--- src/rtl/mips_shift_unit.sv ---
// mips_shift_unit: iterative shift execution unit for the MIPS datapath.
// Each SHIFT cycle moves the working value by up to MAX_STEP bit positions
// until the truncated shift amount is used up. The result is offered on a
// valid/ready handshake and held stable under back-pressure.
//
// Optional feature: define MIPS_SHIFT_ROTATE_EN to build the rotate-right
// datapath for op=01. Without it, op=01 behaves as SLL.
//
// Ports:
//   clk        system clock, rising edge
//   reset      asynchronous active-low reset
//   flush      synchronous abort back to IDLE
//   in_valid   request present
//   in_ready   request can be accepted (IDLE and not in reset)
//   op         00 SLL, 10 SRL, 11 SRA, 01 ROTR
//   operand    value to shift
//   shamt_src  shift amount source; only the low SHAMT_W bits are used
//   out_valid  result valid
//   out_ready  consumer accepts result
//   result     shifted value
//   busy       unit is in SHIFT or DONE
`timescale 1ns/1ps

module mips_shift_unit #(
   parameter int unsigned WIDTH    = 32,
   parameter int unsigned SHAMT_W  = $clog2(WIDTH),
   parameter int unsigned MAX_STEP = 4
) (
   input  logic             clk,
   input  logic             reset,
   input  logic             flush,
   input  logic             in_valid,
   output logic             in_ready,
   input  logic [1:0]       op,
   input  logic [WIDTH-1:0] operand,
   input  logic [WIDTH-1:0] shamt_src,
   output logic             out_valid,
   input  logic             out_ready,
   output logic [WIDTH-1:0] result,
   output logic             busy
);

   localparam int unsigned STEP_W = $clog2(MAX_STEP) + 1;

   localparam logic [1:0] OP_SLL  = 2'b00;
   localparam logic [1:0] OP_ROTR = 2'b01;
   localparam logic [1:0] OP_SRL  = 2'b10;
   localparam logic [1:0] OP_SRA  = 2'b11;

   typedef enum logic [1:0] {
      S_IDLE  = 2'd0,
      S_SHIFT = 2'd1,
      S_DONE  = 2'd2
   } state_e;

   state_e             state_q, state_d;
   logic [1:0]         op_q, op_d;
   logic [WIDTH-1:0]   work_q, work_d;
   logic [WIDTH-1:0]   result_q, result_d;
   logic [SHAMT_W-1:0] rem_q, rem_d;
   logic               out_valid_q, out_valid_d;
   logic               busy_q, busy_d;

   logic [1:0]         op_in_c;
   logic [SHAMT_W-1:0] amt_c;
   logic [STEP_W-1:0]  step_c;
   logic [WIDTH-1:0]   shifted_c;
   logic               unused_shamt_c;

   // Upper shift-amount bits are ignored (modulo-WIDTH shift semantics).
   assign amt_c          = shamt_src[SHAMT_W-1:0];
   assign unused_shamt_c = ^shamt_src[WIDTH-1:SHAMT_W];

   // Without the rotate datapath, op=01 is folded onto SLL at request time.
`ifdef MIPS_SHIFT_ROTATE_EN
   assign op_in_c = op;
`else
   assign op_in_c = (op == OP_ROTR) ? OP_SLL : op;
`endif

   // Bits to move this cycle: min(remaining, MAX_STEP).
   always_comb begin
      if (32'(rem_q) > MAX_STEP) begin
         step_c = STEP_W'(MAX_STEP);
      end else begin
         step_c = STEP_W'(rem_q);
      end
   end

   // One partial shift of the working register.
   always_comb begin
      shifted_c = work_q << step_c;
      case (op_q)
         OP_SRL:  shifted_c = work_q >> step_c;
         // MSB never changes under >>>, so the original sign is replicated.
         OP_SRA:  shifted_c = WIDTH'($signed(work_q) >>> step_c);
`ifdef MIPS_SHIFT_ROTATE_EN
         OP_ROTR: shifted_c = (work_q >> step_c)
                            | (work_q << ((SHAMT_W+1)'(WIDTH) - (SHAMT_W+1)'(step_c)));
`endif
         default: shifted_c = work_q << step_c;
      endcase
   end

   // Next-state and output logic.
   always_comb begin
      state_d     = state_q;
      op_d        = op_q;
      work_d      = work_q;
      rem_d       = rem_q;
      result_d    = result_q;
      out_valid_d = out_valid_q;

      if (flush) begin
         state_d     = S_IDLE;
         rem_d       = '0;
         out_valid_d = 1'b0;
      end else begin
         case (state_q)
            S_IDLE: begin
               if (in_valid) begin
                  op_d    = op_in_c;
                  work_d  = operand;
                  rem_d   = amt_c;
                  state_d = (amt_c == '0) ? S_DONE : S_SHIFT;
               end
            end
            S_SHIFT: begin
               work_d = shifted_c;
               rem_d  = rem_q - SHAMT_W'(step_c);
               if (rem_q == SHAMT_W'(step_c)) begin
                  state_d = S_DONE;
               end
            end
            S_DONE: begin
               // First DONE cycle publishes the result; it is then held.
               if (!out_valid_q) begin
                  result_d    = work_q;
                  out_valid_d = 1'b1;
               end else if (out_ready) begin
                  out_valid_d = 1'b0;
                  state_d     = S_IDLE;
               end
            end
            default: begin
               state_d     = S_IDLE;
               out_valid_d = 1'b0;
            end
         endcase
      end

      busy_d = (state_d != S_IDLE);
   end

   // State and output registers.
   always_ff @(posedge clk or negedge reset) begin
      if (!reset) begin
         state_q     <= S_IDLE;
         op_q        <= OP_SLL;
         work_q      <= '0;
         rem_q       <= '0;
         result_q    <= '0;
         out_valid_q <= 1'b0;
         busy_q      <= 1'b0;
      end else begin
         state_q     <= state_d;
         op_q        <= op_d;
         work_q      <= work_d;
         rem_q       <= rem_d;
         result_q    <= result_d;
         out_valid_q <= out_valid_d;
         busy_q      <= busy_d;
      end
   end

   // in_ready drops immediately while reset is asserted.
   assign in_ready  = reset && (state_q == S_IDLE);
   assign out_valid = out_valid_q;
   assign result    = result_q;
   assign busy      = busy_q;

endmodule
--- config.mk ---
export PLATFORM = sky130hd
export DESIGN_NAME = mips_shift_unit
export DESIGN_NICKNAME = d
export VERILOG_FILES = /design/src/rtl/mips_shift_unit.sv
export SDC_FILE = /design/constraint.sdc
export NUM_CORES = 1
export LEC_CHECK = 0
export ABC_AREA = 1
export CAP_MARGIN = 20
export CORE_ASPECT_RATIO = 2
export CORE_UTILIZATION = 50
export DETAILED_ROUTE_END_ITERATION = 16
export GPL_TIMING_DRIVEN = 1
export PLACE_DENSITY_LB_ADDON = 0.2
export SLEW_MARGIN = 0
export SYNTH_ARGS = -nofsm -noshare
export SYNTH_HDL_FRONTEND = slang
export SYNTH_SLANG_ARGS = --single-unit
export TNS_END_PERCENT = 5
--- constraint.sdc ---
create_clock -name clk -period 2.1 [get_ports clk]
set_clock_uncertainty 0.15 [all_clocks]
set_input_delay 0.63 -clock clk [delete_from_list [all_inputs] [get_ports clk]]
set_output_delay 0.63 -clock clk [all_outputs]
set_load 0.01 [all_outputs]
==> run_results.csv <==
group,metric,value,unit
final_layout,drive_gt1_share,7.917,%
final_layout,fill_cells,1162,
routing,firstDrtPassIters,8,
logic_synthesis,synthCells,986,
logic_synthesis,syn-cell-area,5949,um^2
critical_path,cp.arrival,1280,ps
floorplanning,die_w,79.13,um
placed_design,portBuffers,78,
power_and_ir_drop,p_leak,0.003640,uW
timing,slew_violations,0,
logic_synthesis,postSynth.asyncResetShare,100.0,%
critical_path,path_cells,"clkdlybuf4s50_1",
final_layout,layout_common_cells,"297 x nand2_1, 216 x nand3_1, 117 x nor2_1, 75 x dfrtp_1, 75 x clkdlybuf4s50_1",
logic_synthesis,syn_nets,1059,
critical_path,r2r_cells,10,
final_layout,final_common_cell,"nand2_1",
critical_path,r2r_end,"work_q[28]",
logic_synthesis,ys_seq_area_share,31.55,%
final_layout,antenna_cells,0,
routing,detail-route-antenna-nets,0,
critical_path,crit_required,1320,ps
timing,period_share,97.89,%
timing,slew_headroom,60.80,%
clock_network,cts_sinks,75,
timing,setup_viol,0,
logic_synthesis,yosys_warnings,0,
logic_synthesis,synthFlopType,"dfrtp_1",
timing,rsz0062_at_grt,"yes",
critical_path,startpoint_type,"flop",
clock_network,path_clk_slew,70,ps
placed_design,place.gp.congestion,0.9536,
global_route,grt_use_total,36.45,%
critical_path,critical_path.startpoint,"result[10]",
clock_network,tritoncts,"done",
logic_synthesis,synth.avg_cell_area,6.034,um^2
floorplanning,dieHeight,156.3,um
timing,post-route-min-period,2056,ps
global_route,antenna_found_initial,0,
floorplanning,design.die.area,12370,um^2
critical_path,rrSetupSlack,50,ps
timing,fmax,0.4865,GHz
timing,tightest_slew,588.0,ps
critical_path,crit_family,"buffers and inverters",
power_and_ir_drop,ir_drop,0.7529,mV
power_and_ir_drop,power,8305,uW
final_layout,fin_nets,1129,
critical_path,crit_path_max_fanout,2,
routing,via_count,7238,
placed_design,hpwl,15600,um
job,maxCapViolCount,0,
floorplanning,coreArea,11630,um^2
logic_synthesis,synth-seq-cells,75,
timing,hold_viol,0,
clock_network,clk_path_buf_depth,2,
clock_network,hold_buffers,0,
logic_synthesis,ys_types,33,
placed_design,dpl-instance-area,7023,um^2
global_route,grt_pass1_wl,34110,um
clock_network,insertion_delay,350,ps
global_route,grt_pass1_vias,6700,
final_layout,area_growth,24.96,%
critical_path,end_kind,"primary output",
routing,drc,0,
critical_path,path_depth,1,
critical_path,reg2reg_from,"rem_q[4]",
critical_path,path_buf_inv,1,
final_layout,post-route-util,63.92,%
final_layout,stdcell_area,7435,um^2
routing,vias_per_cell,6.002,
status,outcome,"complete, no violations",
critical_path,slowest_stage,"clkdlybuf4s50_1",
global_route,grt_overflow_total,0,
routing,dr.first_iter.drc_count,743,
logic_synthesis,synth_edf_count,0,
routing,wl_per_cell,18.39,um
clock_network,cts_max_level,3,
floorplanning,rows,56,
critical_path,endpoint,"result[10]",
floorplanning,start_util,51.15,%
clock_network,clockRootBuffer,"clkbuf_16",
critical_path,critPathKind,"reg2out",
power_and_ir_drop,pwr_density_cell,1117,nW/um^2
critical_path,crit_path_max_incr_delay,550,ps
clock_network,cts_buffers,9,
min_path,hp-class,"in2async",
global_route,grt_max_degree,65,
routing,wl,22180,um
floorplanning,io_pins,106,
power breakdown:
group | total (uW) | switching, uW | internal [uW]
Clock | 1640 | 709 | 934
Sequential | 2300 | 393 | 1910
Combinational | 4360 | 2680 | 1690
Total | 8310 | 3780 | 4530
how the worst min path moves through the flow:
stage	start	cells after the start	to
floorplan	reset	0	busy
global placement	result[21]	2	result[21]
detailed placement	result[15]	2	result[15]
CTS	reset	2	result[20]
global route	reset	2	result[20]
finish	reset	2	result[20]
routing by layer:
layer	track usage, %	wire (um)	share of wire, %	vias to the layer above
met4	33.33	2190	9.9	0
met2	59.85	10800	49	423
met1	39.76	7843	35	3269
met3	4.956	1349	6.1	133
li1	-	-	-	3413
met5	0	0	0	-
cell usage after synthesis (2+ instances only):
master	number	area, um^2
nand2_1	300	1126
nand3_1	217	1086
nor2_1	117	439.2
dfrtp_1	75	1877
inv_1	58	217.7
nand4_1	53	331.6
o21ai_0	48	240.2
clkbuf_1	33	123.9
buf_2	28	140.1
a21oi_1	12	60.06
buf_4	5	37.54
o21ai_1	4	20.02
a31oi_1	3	18.77
buf_1	3	11.26
nor3_1	3	15.01
conb_1	2	7.510
ha_1	2	25.02
inv_2	2	7.510
nand2_2	2	12.51
nand3_2	2	20.02
nand3b_1	2	15.01
o21bai_1	2	15.01
o22ai_1	2	12.51
xor2_1	2	17.52
stage by stage:
step | setup TNS (ps) | cells | hold WS (ps) | setup slack [ps]
after detailed placement | -5522 | 1185 | 326.9 | -291.1
after global routing | -339.4 | 1206 | 222.6 | -57.46
after CTS | 0 | 1201 | 205.9 | 7.785
after floorplan | 0 | 986 | 184.4 | 213.8
final | 0 | 1206 | 189.4 | 44.33
after global placement | -4282 | 1185 | 315.3 | -250.2
state kept, by name, summed over array words and instances, names as in the netlist:
name / flops
rem_q: 5
result: 32
state_q: 2
work_q: 32
op_q: 2
out_valid: 1
busy: 1
cell type report:
| cell class | count | area, um^2 | area share (%) |
|---|---|---|---|
| clock buffer | 10 | 229.0 | 3.080 |
| clock inverter | 6 | 71.32 | 0.9593 |
| tap | 145 | 181.4 | 2.440 |
| timing repair buffer | 129 | 1300 | 17.49 |
| multi-input combinational | 780 | 3540 | 47.61 |
| inverter | 61 | 236.5 | 3.181 |
| sequential | 75 | 1877 | 25.24 |
repair_timing:
| action | CTS | global route |
|---|---|---|
| cloned | 0 | 2 |
| gates resized for setup | 3 | 14 |
| endpoints found under the setup margin | 8 | 32 |
| pin swaps | 0 | 1 |
| buffers inserted | 0 | 3 |
cells by family after synthesis:
group / count (synthesis) / synth area share, %
AO/OA/AOI/OAI: 75 / 6.730
XOR/XNOR: 2 / 0.2945
AND/OR/NAND/NOR: 699 / 51.59
flip-flops: 75 / 31.55
other: 2 / 0.1262
adder cells (fa/ha/maj): 2 / 0.4205
buffers and inverters: 131 / 9.295
Power figures use the tool's default switching activity.
